### config.mk
export PLATFORM = sky130hd
export DESIGN_NAME = div_unit
export DESIGN_NICKNAME = d
export VERILOG_FILES = /design/src/rtl/div_unit_pkg.sv /design/src/rtl/div_unit.sv
export SDC_FILE = /design/constraint.sdc
export NUM_CORES = 1
export LEC_CHECK = 0
export ABC_AREA = 1
export CAP_MARGIN = 25
export CORE_MARGIN = 4
export CORE_UTILIZATION = 45
export DETAILED_ROUTE_END_ITERATION = 8
export SLEW_MARGIN = 20
export SYNTH_ARGS = -nofsm -noshare
export SYNTH_HDL_FRONTEND = slang
export SYNTH_SLANG_ARGS = --single-unit
### constraint.sdc
create_clock -name clk -period 21.4 [get_ports clk]
set_clock_uncertainty 0.1 [all_clocks]
set_input_delay 4.28 -clock clk [delete_from_list [all_inputs] [get_ports clk]]
set_output_delay 4.28 -clock clk [all_outputs]
set_load 0.05 [all_outputs]
### src/rtl/div_unit_pkg.sv
// Shared definitions for the iterative RV64 M-extension divider.
package div_unit_pkg;

    localparam int unsigned DIV_XLEN = 64;

    typedef enum logic [1:0] {
        DIV_OP_DIV  = 2'b00,
        DIV_OP_DIVU = 2'b01,
        DIV_OP_REM  = 2'b10,
        DIV_OP_REMU = 2'b11
    } div_op_e;

    typedef enum logic [1:0] {
        ST_IDLE = 2'd0,
        ST_CALC = 2'd1,
        ST_FIX  = 2'd2,
        ST_DONE = 2'd3
    } div_state_e;

endpackage

### src/rtl/div_unit.sv
// Radix-2 restoring divider for DIV/DIVU/REM/REMU and word forms, with
// valid/ready handshakes on both sides and a fast path for /0 and overflow.
module div_unit
    import div_unit_pkg::*;
#(
    parameter int unsigned XLEN = DIV_XLEN
) (
    input  logic            clk,
    input  logic            rst,
    input  logic            in_valid,
    output logic            in_ready,
    input  logic [1:0]      op,
    input  logic            word,
    input  logic [XLEN-1:0] a,
    input  logic [XLEN-1:0] b,
    input  logic            flush,
    output logic            out_valid,
    input  logic            out_ready,
    output logic [XLEN-1:0] result
);

    div_state_e      state;
    logic            rem_sel_q;
    logic            word_q;
    logic            neg_q;
    logic            neg_r;
    logic [6:0]      cnt;
    logic [XLEN-1:0] rem;
    logic [XLEN-1:0] quo;
    logic [XLEN-1:0] divisor;

    logic            is_signed;
    logic            is_rem;
    logic            sign_a;
    logic            sign_b;
    logic            div_zero;
    logic            ovf;
    logic [XLEN-1:0] eff_a;
    logic [XLEN-1:0] eff_b;
    logic [XLEN-1:0] mag_a;
    logic [XLEN-1:0] mag_b;
    logic [XLEN-1:0] min_neg;
    logic [XLEN:0]   trial;
    logic [XLEN-1:0] q_fix;
    logic [XLEN-1:0] r_fix;
    logic [XLEN-1:0] sel;
    logic [XLEN-1:0] fix_val;

    assign in_ready = (state == ST_IDLE);

    always_comb begin
        is_signed = (op == DIV_OP_DIV) || (op == DIV_OP_REM);
        is_rem    = (op == DIV_OP_REM) || (op == DIV_OP_REMU);
        if (word) begin
            eff_a   = {{(XLEN-32){is_signed & a[31]}}, a[31:0]};
            eff_b   = {{(XLEN-32){is_signed & b[31]}}, b[31:0]};
            min_neg = {{(XLEN-31){1'b1}}, {31{1'b0}}};
        end else begin
            eff_a   = a;
            eff_b   = b;
            min_neg = {1'b1, {(XLEN-1){1'b0}}};
        end
        sign_a   = is_signed & eff_a[XLEN-1];
        sign_b   = is_signed & eff_b[XLEN-1];
        mag_a    = sign_a ? -eff_a : eff_a;
        mag_b    = sign_b ? -eff_b : eff_b;
        div_zero = (eff_b == '0);
        ovf      = is_signed && (eff_b == '1) && (eff_a == min_neg);
    end

    // One restoring step: shift {rem,quo} left and trial-subtract the divisor.
    always_comb begin
        trial = {rem, quo[XLEN-1]} - {1'b0, divisor};
    end

    always_comb begin
        q_fix   = neg_q ? -quo : quo;
        r_fix   = neg_r ? -rem : rem;
        sel     = rem_sel_q ? r_fix : q_fix;
        fix_val = word_q ? {{(XLEN-32){sel[31]}}, sel[31:0]} : sel;
    end

    always_ff @(posedge clk or posedge rst) begin
        if (rst) begin
            state     <= ST_IDLE;
            rem_sel_q <= 1'b0;
            word_q    <= 1'b0;
            neg_q     <= 1'b0;
            neg_r     <= 1'b0;
            cnt       <= '0;
            rem       <= '0;
            quo       <= '0;
            divisor   <= '0;
            result    <= '0;
            out_valid <= 1'b0;
        end else if (flush) begin
            state     <= ST_IDLE;
            out_valid <= 1'b0;
        end else begin
            case (state)
                ST_IDLE: begin
                    if (in_valid) begin
                        rem_sel_q <= is_rem;
                        word_q    <= word;
                        divisor   <= mag_b;
                        // Fast path preloads final quo/rem with no sign fix-up and
                        // lets FIX do selection and word extension in one edge.
                        if (div_zero || ovf) begin
                            neg_q <= 1'b0;
                            neg_r <= 1'b0;
                            quo   <= div_zero ? '1 : eff_a;
                            rem   <= div_zero ? eff_a : '0;
                            state <= ST_FIX;
                        end else begin
                            neg_q <= sign_a ^ sign_b;
                            neg_r <= sign_a;
                            rem   <= '0;
                            quo   <= word ? (mag_a << 32) : mag_a;
                            cnt   <= word ? 7'd31 : 7'd63;
                            state <= ST_CALC;
                        end
                    end
                end
                ST_CALC: begin
                    rem <= trial[XLEN] ? {rem[XLEN-2:0], quo[XLEN-1]} : trial[XLEN-1:0];
                    quo <= {quo[XLEN-2:0], ~trial[XLEN]};
                    cnt <= cnt - 7'd1;
                    if (cnt == '0) begin
                        state <= ST_FIX;
                    end
                end
                ST_FIX: begin
                    result    <= fix_val;
                    out_valid <= 1'b1;
                    state     <= ST_DONE;
                end
                ST_DONE: begin
                    if (out_ready) begin
                        out_valid <= 1'b0;
                        state     <= ST_IDLE;
                    end
                end
                default: state <= ST_IDLE;
            endcase
        end
    end

endmodule

==> flow_summary.yaml <==
status:
  status: "finished clean"
global_routing:
  grt_pass1_wl_mm: 214.7
  grt_antenna_before_repair: 9
  grt_pass1_vias: 33510
  grt_max_degree: 175
  grt_overflow_total: 0
  track_usage: 0.4029
clock_network:
  clk_pin_slew_ns: 0.06
  clock_path_buffers: 3
  cts_resized: 0
  cts_buffers: 37
  clock_latency_ns: 0.59
  htreeDepth: 2
  cts_tree: "done"
  cts_root_buffer: "clkbuf_16"
  post_cts_buffers: 0
  ctsHoldBuffers: 0
  clock_sinks: 270
setup_path:
  rr_worst_depth: 14
  worstReg2RegStart: "state[1]"
  start_kind: "input pin"
  cp-endpoint: "rem[2]"
  crit_path_end_kind: "flop"
  path_class: "input pin to flop"
  path_max_fanout: 64
  crit_start: "op[0]"
  cp.required_ns: 21.81
  r2r_slack_ns: 17.08
  worst_ep_arrival_time_ns: 8.27
  r2r_end: "quo[46]"
timing:
  finalMaxSlewViolations: 0
  max_slew.worst_pin.slew_ns: 1.173
  period_minus_slack_ns: 7.857
  rsz0062_at_grt: "no"
  fin_tns_setup_ns: 0
  hold_viol: 0
  fmax_mhz: 127.3
  period_share: 0.3672
  setup_viol: 0
  relSlewSlack: 0.2101
power_and_ir_drop:
  seqPwrFrac: 0.180
  ir_worst_vdd_mv: 0.1347
  powerDensity_mw_per_mm2: 184.6
  comb_power_share: 0.717
  clkPwrFrac: 0.104
  leakagePower_nw: 17.57
  p_switching_mw: 3.768
  p_int_mw: 2.416
  sw_frac_of_total: 0.6092
synthesis:
  syn_inst: 5382
  ys_seq_area_frac: 0.2270
  syn-cell-area_mm2: 0.02976
  synthArstFlopShare: 1.000
  syn_avg_cell_area_um2: 5.529
  synthFlopType: "dfrtp_1"
  yosys_warnings: 0
  synth_nets: 5594
  yosys_register_bits: 270
  synth_cell_types: 48
  synth_edf_count: 0
die:
  die_height_um: 265.2
  die_width_um: 265.2
  initial_core_util: 0.4534
  core.rowCount: 94
  core_area_mm2: 0.06563
  die_area_mm2: 0.07031
  ioPinCount: 202
detailed_routing:
  drt_wl_total_mm: 146.7
  wl_per_cell_um: 23.08
  drtIter0Drc: 5067
  ant_nets: 0
  first_pass_iters: 6
  via_count: 36420
  drcViolationCount: 0
  vias_per_cell: 5.731
cells_and_area:
  num-fill-cells: 7189
  multi_input_comb_area_mm2: 0.01888
  drive_gt1_frac: 0.03590
  final_common_cell: "nand2_1"
  final_util: 0.5105
  syn_to_final_growth_pct: 12.59
  final_cell_mix: "1746 x nand2_1, 853 x inv_1, 596 x nor2_1"
  seq_area_mm2: 0.006759
  layout.nets: 5673
placed_design:
  dpl.hpwl_mm: 118.9
  gp_congestion: 1.081
  io_buffers: 201
flow_run:
  maxCapViolCount: 0
hold_path:
  min_path_type: "flop to flop"
flip-flops by register name, summed over array words and instances, names as in the netlist:
register	cells
quo	64
out_valid	1
divisor	64
state	2
neg_q	1
word_q	1
rem_sel_q	1
cnt	7
result	64
rem	64
neg_r	1
cell type report:
cell class	count	share of cell area
diodes	2	0.0001494
clock buffers	51	0.03189
clock inverters	15	0.005676
inverters	870	0.09776
multi-input cells	4053	0.5636
flip-flops and latches	270	0.2017
well taps	864	0.03226
repair buffers	229	0.06692
power groups by stage:
stage	sequential (mW)	combinational [mW]	clock [mW]
final	1.11	4.43	0.640
after global routing	1.13	4.86	0.666
after CTS	1.10	4.33	0.641
after detailed placement	1.10	4.31	0
after global placement	1.10	4.29	0
after floorplan	1.15	2.77	0
metal layers:
layer  vias to the layer above  track usage  share of wire
met1                     16790       0.5684           0.42
met2                      2129       0.5841           0.41
met5                         -            0        0.00026
met4                         6       0.1838          0.056
met3                       367      0.09546           0.11
li1                      17130            -              -
worst max-delay path: stages:
cell and delay, ns:
clkdlybuf4s50_1 0.61, inv_2 0.14, nand3_4 0.36, nand2_1 0.31, nor2_1 0.17, nand2_1 0.08
nor2_2 0.17, nand4_4 0.17, nor2_4 0.21, nand3_4 0.07, buf_4 0.33, o21ai_0 1.02
inv_1 0.11, a21oi_1 0.16
logic make-up after synthesis:
logic type                 Yosys count  synth area share
adders and majority gates           76           0.03221
DFF                                270            0.2270
xor gates and xnor gates            97           0.02855
and+or+nand+nor                   3145            0.4439
AOI/OAI and AO/OA                  735            0.1282
buffers and inverters             1059            0.1401
worst min-delay path by stage:
stage | start | cells past startpoint | to
6_report | cnt[1] | 2 | cnt[1]
2_1_floorplan | cnt[1] | 2 | cnt[1]
3_5_place_dp | cnt[1] | 2 | cnt[1]
4_1_cts | cnt[1] | 2 | cnt[1]
3_3_place_gp | cnt[1] | 2 | cnt[1]
5_1_grt | cnt[1] | 2 | cnt[1]
metrics by stage:
stage | cells | power (mW) | setup slack (ns) | hold slack (ns) | cell area [µm²]
after floorplan | 5382 | 3.920 | 9.581 | 0.3419 | 29760
after global placement | 6286 | 5.386 | 13.15 | 0.3627 | 32240
after detailed placement | 6286 | 5.410 | 13.10 | 0.3653 | 32240
after CTS | 6352 | 6.063 | 13.69 | 0.3776 | 33500
after global routing | 6353 | 6.649 | 13.35 | 0.3930 | 33500
final | 6354 | 6.184 | 13.54 | 0.3725 | 33510
synth_stat cells (25+ instances only):
library cell	instances	area, µm²
o21ai_1	118	590.6
nand4_1	102	638.1
inv_1	855	3209
clkbuf_1	113	424.2
nand2_2	25	156.4
nand2_1	1749	6565
buf_1	26	97.59
a31oi_1	32	200.2
ha_1	75	938.4
nand3_1	515	2577
xor2_1	80	700.7
buf_2	27	135.1
nor3_1	64	320.3
o21ai_0	263	1316
a21oi_1	290	1451
nor2_1	598	2245
dfrtp_1	270	6756
(Power assumes the default switching activity.)
